`src/rtl/reg_bank_arbiter_pkg.sv`:
```
// Shared encodings for the config/status register bank arbiter.
package reg_bank_arbiter_pkg;

    localparam logic [1:0] ST_IDLE   = 2'd0;
    localparam logic [1:0] ST_ACCESS = 2'd1;
    localparam logic [1:0] ST_DONE   = 2'd2;

    localparam logic REQ_HOST = 1'b0;
    localparam logic REQ_CORE = 1'b1;

endpackage

```
`src/rtl/reg_bank_arbiter_rr_arb2.sv`:
```
// Combinational two-way round-robin pick; the priority flop lives in the parent.
module rr_arb2
    import reg_bank_arbiter_pkg::*;
(
    input  logic [1:0] req,
    input  logic       prio,
    output logic       grant_id,
    output logic       grant_valid
);

    always_comb begin
        grant_valid = |req;
        grant_id    = REQ_HOST;
        unique case (req)
            2'b01:   grant_id = REQ_HOST;
            2'b10:   grant_id = REQ_CORE;
            2'b11:   grant_id = prio;
            default: grant_id = REQ_HOST;
        endcase
    end

endmodule

```
`src/rtl/reg_bank_arbiter.sv`:
```
// Arbitrates host and I2C-core access to a shared bank of configuration registers.
module reg_bank_arbiter
    import reg_bank_arbiter_pkg::*;
#(
    parameter int unsigned REGISTER_SIZE = 8,
    parameter int unsigned NUM_REGS      = 4,
    localparam int unsigned ADDR_W       = $clog2(NUM_REGS)
) (
    input  logic                              clock,
    input  logic                              reset_n,
    input  logic                              h_req,
    input  logic                              h_we,
    input  logic [ADDR_W-1:0]                 h_addr,
    input  logic [REGISTER_SIZE-1:0]          h_wdata,
    output logic                              h_ack,
    output logic [REGISTER_SIZE-1:0]          h_rdata,
    input  logic                              c_req,
    input  logic                              c_we,
    input  logic [ADDR_W-1:0]                 c_addr,
    input  logic [REGISTER_SIZE-1:0]          c_wdata,
    output logic                              c_ack,
    output logic [REGISTER_SIZE-1:0]          c_rdata,
    output logic [NUM_REGS-1:0]               reg_load,
    output logic [REGISTER_SIZE-1:0]          reg_ins,
    input  logic [NUM_REGS*REGISTER_SIZE-1:0] reg_out
);

    logic [1:0]               state_q;
    logic                     prio_q;
    logic                     id_q;
    logic                     we_q;
    logic [ADDR_W-1:0]        addr_q;
    logic [REGISTER_SIZE-1:0] wdata_q;
    logic                     grant_id;
    logic                     grant_valid;
    logic [REGISTER_SIZE-1:0] rd_word;

    rr_arb2 u_arb (
        .req         ({c_req, h_req}),
        .prio        (prio_q),
        .grant_id    (grant_id),
        .grant_valid (grant_valid)
    );

    // Out-of-range addresses match no index, so they read as zero and never strobe.
    always_comb begin
        rd_word = '0;
        for (int unsigned i = 0; i < NUM_REGS; i++) begin
            if (addr_q == ADDR_W'(i)) begin
                rd_word = reg_out[i*REGISTER_SIZE +: REGISTER_SIZE];
            end
        end
    end

    // Strobes come only from registered state so a reset drops them without a clock edge.
    always_comb begin
        reg_load = '0;
        for (int unsigned i = 0; i < NUM_REGS; i++) begin
            reg_load[i] = (state_q == ST_ACCESS) && we_q && (addr_q == ADDR_W'(i));
        end
        reg_ins = (state_q == ST_ACCESS) ? wdata_q : '0;
    end

    always_ff @(posedge clock or negedge reset_n) begin
        if (!reset_n) begin
            state_q <= ST_IDLE;
            prio_q  <= REQ_HOST;
            id_q    <= REQ_HOST;
            we_q    <= 1'b0;
            addr_q  <= '0;
            wdata_q <= '0;
            h_ack   <= 1'b0;
            c_ack   <= 1'b0;
            h_rdata <= '0;
            c_rdata <= '0;
        end else begin
            h_ack <= 1'b0;
            c_ack <= 1'b0;
            case (state_q)
                ST_IDLE: begin
                    if (grant_valid) begin
                        state_q <= ST_ACCESS;
                        id_q    <= grant_id;
                        prio_q  <= ~grant_id;
                        we_q    <= (grant_id == REQ_CORE) ? c_we    : h_we;
                        addr_q  <= (grant_id == REQ_CORE) ? c_addr  : h_addr;
                        wdata_q <= (grant_id == REQ_CORE) ? c_wdata : h_wdata;
                    end
                end
                ST_ACCESS: begin
                    state_q <= ST_DONE;
                    h_ack   <= (id_q == REQ_HOST);
                    c_ack   <= (id_q == REQ_CORE);
                    if (!we_q) begin
                        if (id_q == REQ_HOST) begin
                            h_rdata <= rd_word;
                        end else begin
                            c_rdata <= rd_word;
                        end
                    end
                end
                default: state_q <= ST_IDLE;
            endcase
        end
    end

endmodule
```
`config.mk`:
```
export PLATFORM = sky130hd
export DESIGN_NAME = reg_bank_arbiter
export DESIGN_NICKNAME = d
export VERILOG_FILES = /design/src/rtl/reg_bank_arbiter_pkg.sv /design/src/rtl/reg_bank_arbiter_rr_arb2.sv /design/src/rtl/reg_bank_arbiter.sv
export SDC_FILE = /design/constraint.sdc
export NUM_CORES = 1
export LEC_CHECK = 0
export CAP_MARGIN = 20
export CORE_MARGIN = 4
export CORE_UTILIZATION = 40
export DETAILED_ROUTE_END_ITERATION = 8
export GPL_TIMING_DRIVEN = 0
export HOLD_SLACK_MARGIN = 0.05
export PLACE_DENSITY_LB_ADDON = 0.12
export RECOVER_POWER = 100
export SLEW_MARGIN = 5
export SYNTH_ARGS = -nofsm -noshare
export SYNTH_HDL_FRONTEND = slang
export SYNTH_SLANG_ARGS = --single-unit
```
`constraint.sdc`:
```
create_clock -name clock -period 2.5 [get_ports clock]
set_input_delay 0.5 -clock clock [delete_from_list [all_inputs] [get_ports clock]]
set_output_delay 0.5 -clock clock [all_outputs]
set_load 0.005 [all_outputs]
```
Word level (Yosys, flattened, before mapping)
Cells that the tools add are included.

Eq/ne operators: 7. Mux-type cells: 13. Bitwise logic cells: 3. Reductions and logical operators: 11.

Operators with widths (number): 8-bit two-way mux (6); 2-bit == test, second input constant (4); 3-bit AND reduction (2); 1-bit logical AND (5); 2-bit by 1-bit == test with 1-bit output, second input constant (2); 2-bit logical NOT (2); 2-bit two-way mux (2); 2-bit case mux with 2 select lines (1); 1-bit two-way mux (3); 1-bit inverter (3); 2-bit inequality test, second input constant (1); 1-bit case mux with 2 select lines (1); 2-bit AND reduction (1); 2-bit OR reduction (1).

Bits in registers: 33. Input port bits: 58. Output and inout port bits: 30. Logic and storage cells: 44.

Longest topological paths before layout
Depth in word-level cells: 5. Mapped depth: 5. Depth with buffers taken out: 4.

Cells and area by module
From an unflattened synthesis, not the netlist that was laid out.

Cells, all modules: 109. Area, all modules: 1684.1 µm².

By module, submodules not included: reg_bank_arbiter (times used 1, cells an instance 106, area each 1666.6 µm², seq. area each 825.8 µm²); rr_arb2 (times used 1, cells an instance 3, area each 17.5 µm², seq. area each 0.0 µm²).

Least setup slack after synthesis
OpenSTA, ideal clock, no wires.

Path kind: register to output. From: register state_q[1]. To: output port reg_load[2]. Arrival time: 1.064 ns. Data required time: 2.000 ns. Slack: 0.936 ns. Cell stages (with the launch flop): 6. Path buffers: 1. Cell sequence: dfrtp_1 > nand2b_1 > inv_1 > buf_2 > nand3_1 > nor2_1.

Cells in the longest elaborated chain, start to end: 3.

RTL lines: from (decl) (RTL line reg_bank_arbiter.sv:28) `logic [1:0] state_q;`; from (signal assigned) (RTL line reg_bank_arbiter.sv:66) `state_q <= ST_IDLE;`; from (signal assigned) (RTL line reg_bank_arbiter.sv:82) `state_q <= ST_ACCESS;`; from (signal assigned) (RTL line reg_bank_arbiter.sv:91) `state_q <= ST_DONE;`; 2-bit by 1-bit == test with 1-bit output (RTL line reg_bank_arbiter.sv:59) `reg_load[i] = (state_q == ST_ACCESS) && we_q && (addr_q == ADDR_W'(i));`; 1-bit logical AND (2 in series) (RTL line reg_bank_arbiter.sv:59); to (decl) (RTL line reg_bank_arbiter.sv:23) `output logic [NUM_REGS-1:0] reg_load,`.

No other way between the ends.

Worst setup path after layout
From: register state_q[1]. To: output port reg_load[3].

Same word-level chain as after synthesis.

==> flow_summary.json <==
{
  "run_status": "finished with violations",
  "violated_checks": "max-capacitance violations, max-slew violations",
  "critical-path-slowest-cell": "clkdlybuf4s50_1",
  "power.density_cell_area_nw_per_um2": 1020,
  "post_synth_instance_area_um2": 1660,
  "cts_hold_buf": 0,
  "post_route_cells_drive_above_1_share_pct": 15.2,
  "setup.reg_to_reg.worst_slack_ns": 0.84,
  "grt_max_degree": 34,
  "worst-slew-pin-transition_ns": 1.74,
  "critical_path.endpoint_type": "output port",
  "synth-simple-area-share_pct": 12.7,
  "maximum_fanout_along_the_worst_path": 10,
  "fin_worst_skew_ns": 0.00455,
  "postCtsSetupBuffers": 0,
  "area_growth_syn_to_layout_pct": 62.2,
  "yosysTopAreaCell": "dfrtp_1",
  "critPathKind": "flop to output port",
  "post_drt_via_cell_ratio": 5.28,
  "initial_core_util_pct": 41.6,
  "arrival_ns": 1.85,
  "last_weighted_congestion_value_of_the_routability_driven_placer": 0.847,
  "rsz_0062_raised_after_global_routing": "false",
  "timing.final.setup_violations": 0,
  "fmax_mhz": 426,
  "cts_made_buffers": 5,
  "sequential_cell_area_um2": 826,
  "whs_ns": 0.501,
  "start_kind": "flop",
  "clock_tree.buffer_depth": 2,
  "post_synth_inst_count": 143,
  "netlist_cell_types": 20,
  "fillers": 302,
  "vias_in_the_first_global_route": 1599,
  "post-route-worst-setup-slack_ns": 0.152,
  "synthXorXnorAreaFrac_pct": 0,
  "worstSetupStartpoint": "state_q[1]",
  "final_min_period_over_clock_period_pct": 93.9,
  "final_net_count": 294,
  "final_cell_mix": "clkdlybuf4s50_1 (56), dfrtp_1 (33), dlygate4sd3_1 (30)",
  "totalWireLength_mm": 4.48,
  "finalMaxSlewViolations": 34,
  "min_period_ns": 2.35,
  "io_pins": 88,
  "max_cap_viol_count": 1,
  "clkSinkCount": 33,
  "dp_worst_setup_slack_ns": 0.288,
  "antennaDiodeCount": 0,
  "die_height_um": 72.5,
  "max_slew_margin_pct": -16.3,
  "clk_transition_reported_paths_ns": 0.07,
  "worst_ir_drop_vdd_v": 0.000464,
  "finalHoldViolations": 0,
  "placeableCoreArea_um2": 4000,
  "synth.yosys.warnings": 0,
  "fp.dieW_um": 72.5,
  "yosysSeqAreaShare_pct": 49.7,
  "synth_top_family_by_area": "multiplexers",
  "leakage_power_nw": 1.11,
  "syn-mean-instance-area_um2": 11.6,
  "worstPathRequired_ns": 2.00,
  "clock_tree_from_tritoncts": "yes",
  "complex_gate_fraction_of_the_synthesized_area_pct": 11.7,
  "ctsHtreeMaxLevel": 2,
  "setup_total_neg_slack_ns": 0,
  "rows": 23,
  "overall_die_area_um2": 5250,
  "crit_path_cell_trace": "nand2b_4, inv_1, clkbuf_4, nand3_1, nor2_1, clkdlybuf4s50_1",
  "antenna_violations_before_repair": 0,
  "ant_nets": 0,
  "hpwl_mm": 3.48,
  "path_buf_inv": 3,
  "io_buffer_count": 87,
  "layout_commonest_cell": "clkdlybuf4s50_1",
  "yosys.area.top_type_share_pct": 49.7,
  "hold_path.class": "flop to flop",
  "num_vias": 1514,
  "globalRouteTotalUtil_pct": 18.0,
  "grt_pass1_wl_mm": 7.40,
  "yosys.area_share.adder_pct": 0,
  "clock_latency_ns": 0.28,
  "dr.pass1.iters": 4,
  "timing.critical_path.slowest_cell_delay_ns": 0.51,
  "critical_r2r_launch": "state_q[0]",
  "initialDrtViolationCount": 65,
  "synth-seq-cells": 33,
  "synth.area.top_cells": "dfrtp_1 (50%), mux2_2 (11%), mux4_2 (8.1%)",
  "multi_input_area_um2": 782,
  "cell_depth_of_the_worst_setup_path": 6,
  "routed_wire_length_per_instance_um": 15.6,
  "clk_root_buffer_cell": "clkbuf_8",
  "critical_path.reg2reg.endpoint": "wdata_q[6]",
  "route.detailed.drc": 0,
  "crit_end": "reg_load[3]",
  "grt-ovfl-total": 0,
  "path_delay_family": "buffers and inverters",
  "reg2regPathDepth": 4,
  "synthesis.nets": 201,
  "synthMuxAreaShare_pct": 22.1
}
-- per-layer routing --
metal,routed length (µm),up-vias,GRT usage [%]
met5,0,-,0
met4,46,0,5.12
met3,425,7,4.02
met2,2300,70,32.3
met1,1710,719,21.6
li1,-,718,-
-- registers in the layout (all words and copies together), names as in the netlist --
signal / cells
prio_q: 1
h_ack: 1
h_rdata: 8
c_ack: 1
addr_q: 2
we_q: 1
id_q: 1
wdata_q: 8
state_q: 2
c_rdata: 8
-- worst register-to-register path: cells and delay by family, from the launching register on --
kind / cells / cell delay [ns]
AO/OA/AOI/OAI: 1 / 0.15
buffers and inverters: 1 / 0.36
flip-flops: 1 / 0.41
AND/OR/NAND/NOR: 2 / 0.60
-- per-stage QoR --
stage | area [µm²] | utilization, % | cells | power (mW)
6_report | 2700 | 67.4 | 287 | 2.75
5_1_grt | 2700 | 67.4 | 287 | 2.96
4_1_cts | 2690 | 67.2 | 287 | 2.86
3_5_place_dp | 2590 | 64.8 | 280 | 2.42
3_3_place_gp | 2600 | 64.9 | 280 | 2.37
2_1_floorplan | 1660 | - | 143 | 1.70
-- Yosys cell counts (all sizes together) --
master  number
dfrtp       33
mux2        16
nand3       13
a21oi       12
a31oi       12
o21ai       12
and2         9
mux4         8
clkbuf       7
nor2         5
inv          4
nor3         4
buf          3
nand2b       2
nand2        1
nor2b        1
or2          1
-- repair_timing --
item / 4_1_cts / 5_1_grt
pin swaps: 0 / 1
setup endpoints to repair: 2 / 2
gates resized for setup: 0 / 3
-- power by group --
part	switching (mW)	internal, mW	total (mW)
clock	0.188	0.249	0.437
sequential	0.190	0.802	0.991
combinational	0.544	0.779	1.32
-- area by class of cell --
class	count	area share (%)
Timing Repair Buffer	87	32.1
Clock inverter	1	0.186
Clock buffer	7	3.57
Sequential cell	33	30.6
Inverter	4	0.557
Multi-Input combinational cell	96	29.0
Buffer	9	1.67
Tap cell	50	2.32
-- worst min-delay path by stage --
stage / from / cells past startpoint / slack, ns / endpoint
4_1_cts: reset_n / 1 / 0.30 / h_rdata[0]
6_report: c_rdata[7] / 1 / 0.50 / c_rdata[7]
3_5_place_dp: c_rdata[7] / 1 / 0.50 / c_rdata[7]
5_1_grt: id_q / 1 / 0.52 / h_ack
3_3_place_gp: h_rdata[7] / 1 / 0.49 / h_rdata[7]
2_1_floorplan: reset_n / 0 / 0.20 / addr_q[0]
-- cells by family after synthesis --
logic type	after synthesis
compound gates	36
simple gates	36
flops	33
mux	24
buf+inv	14
(Power assumes the default switching activity.)
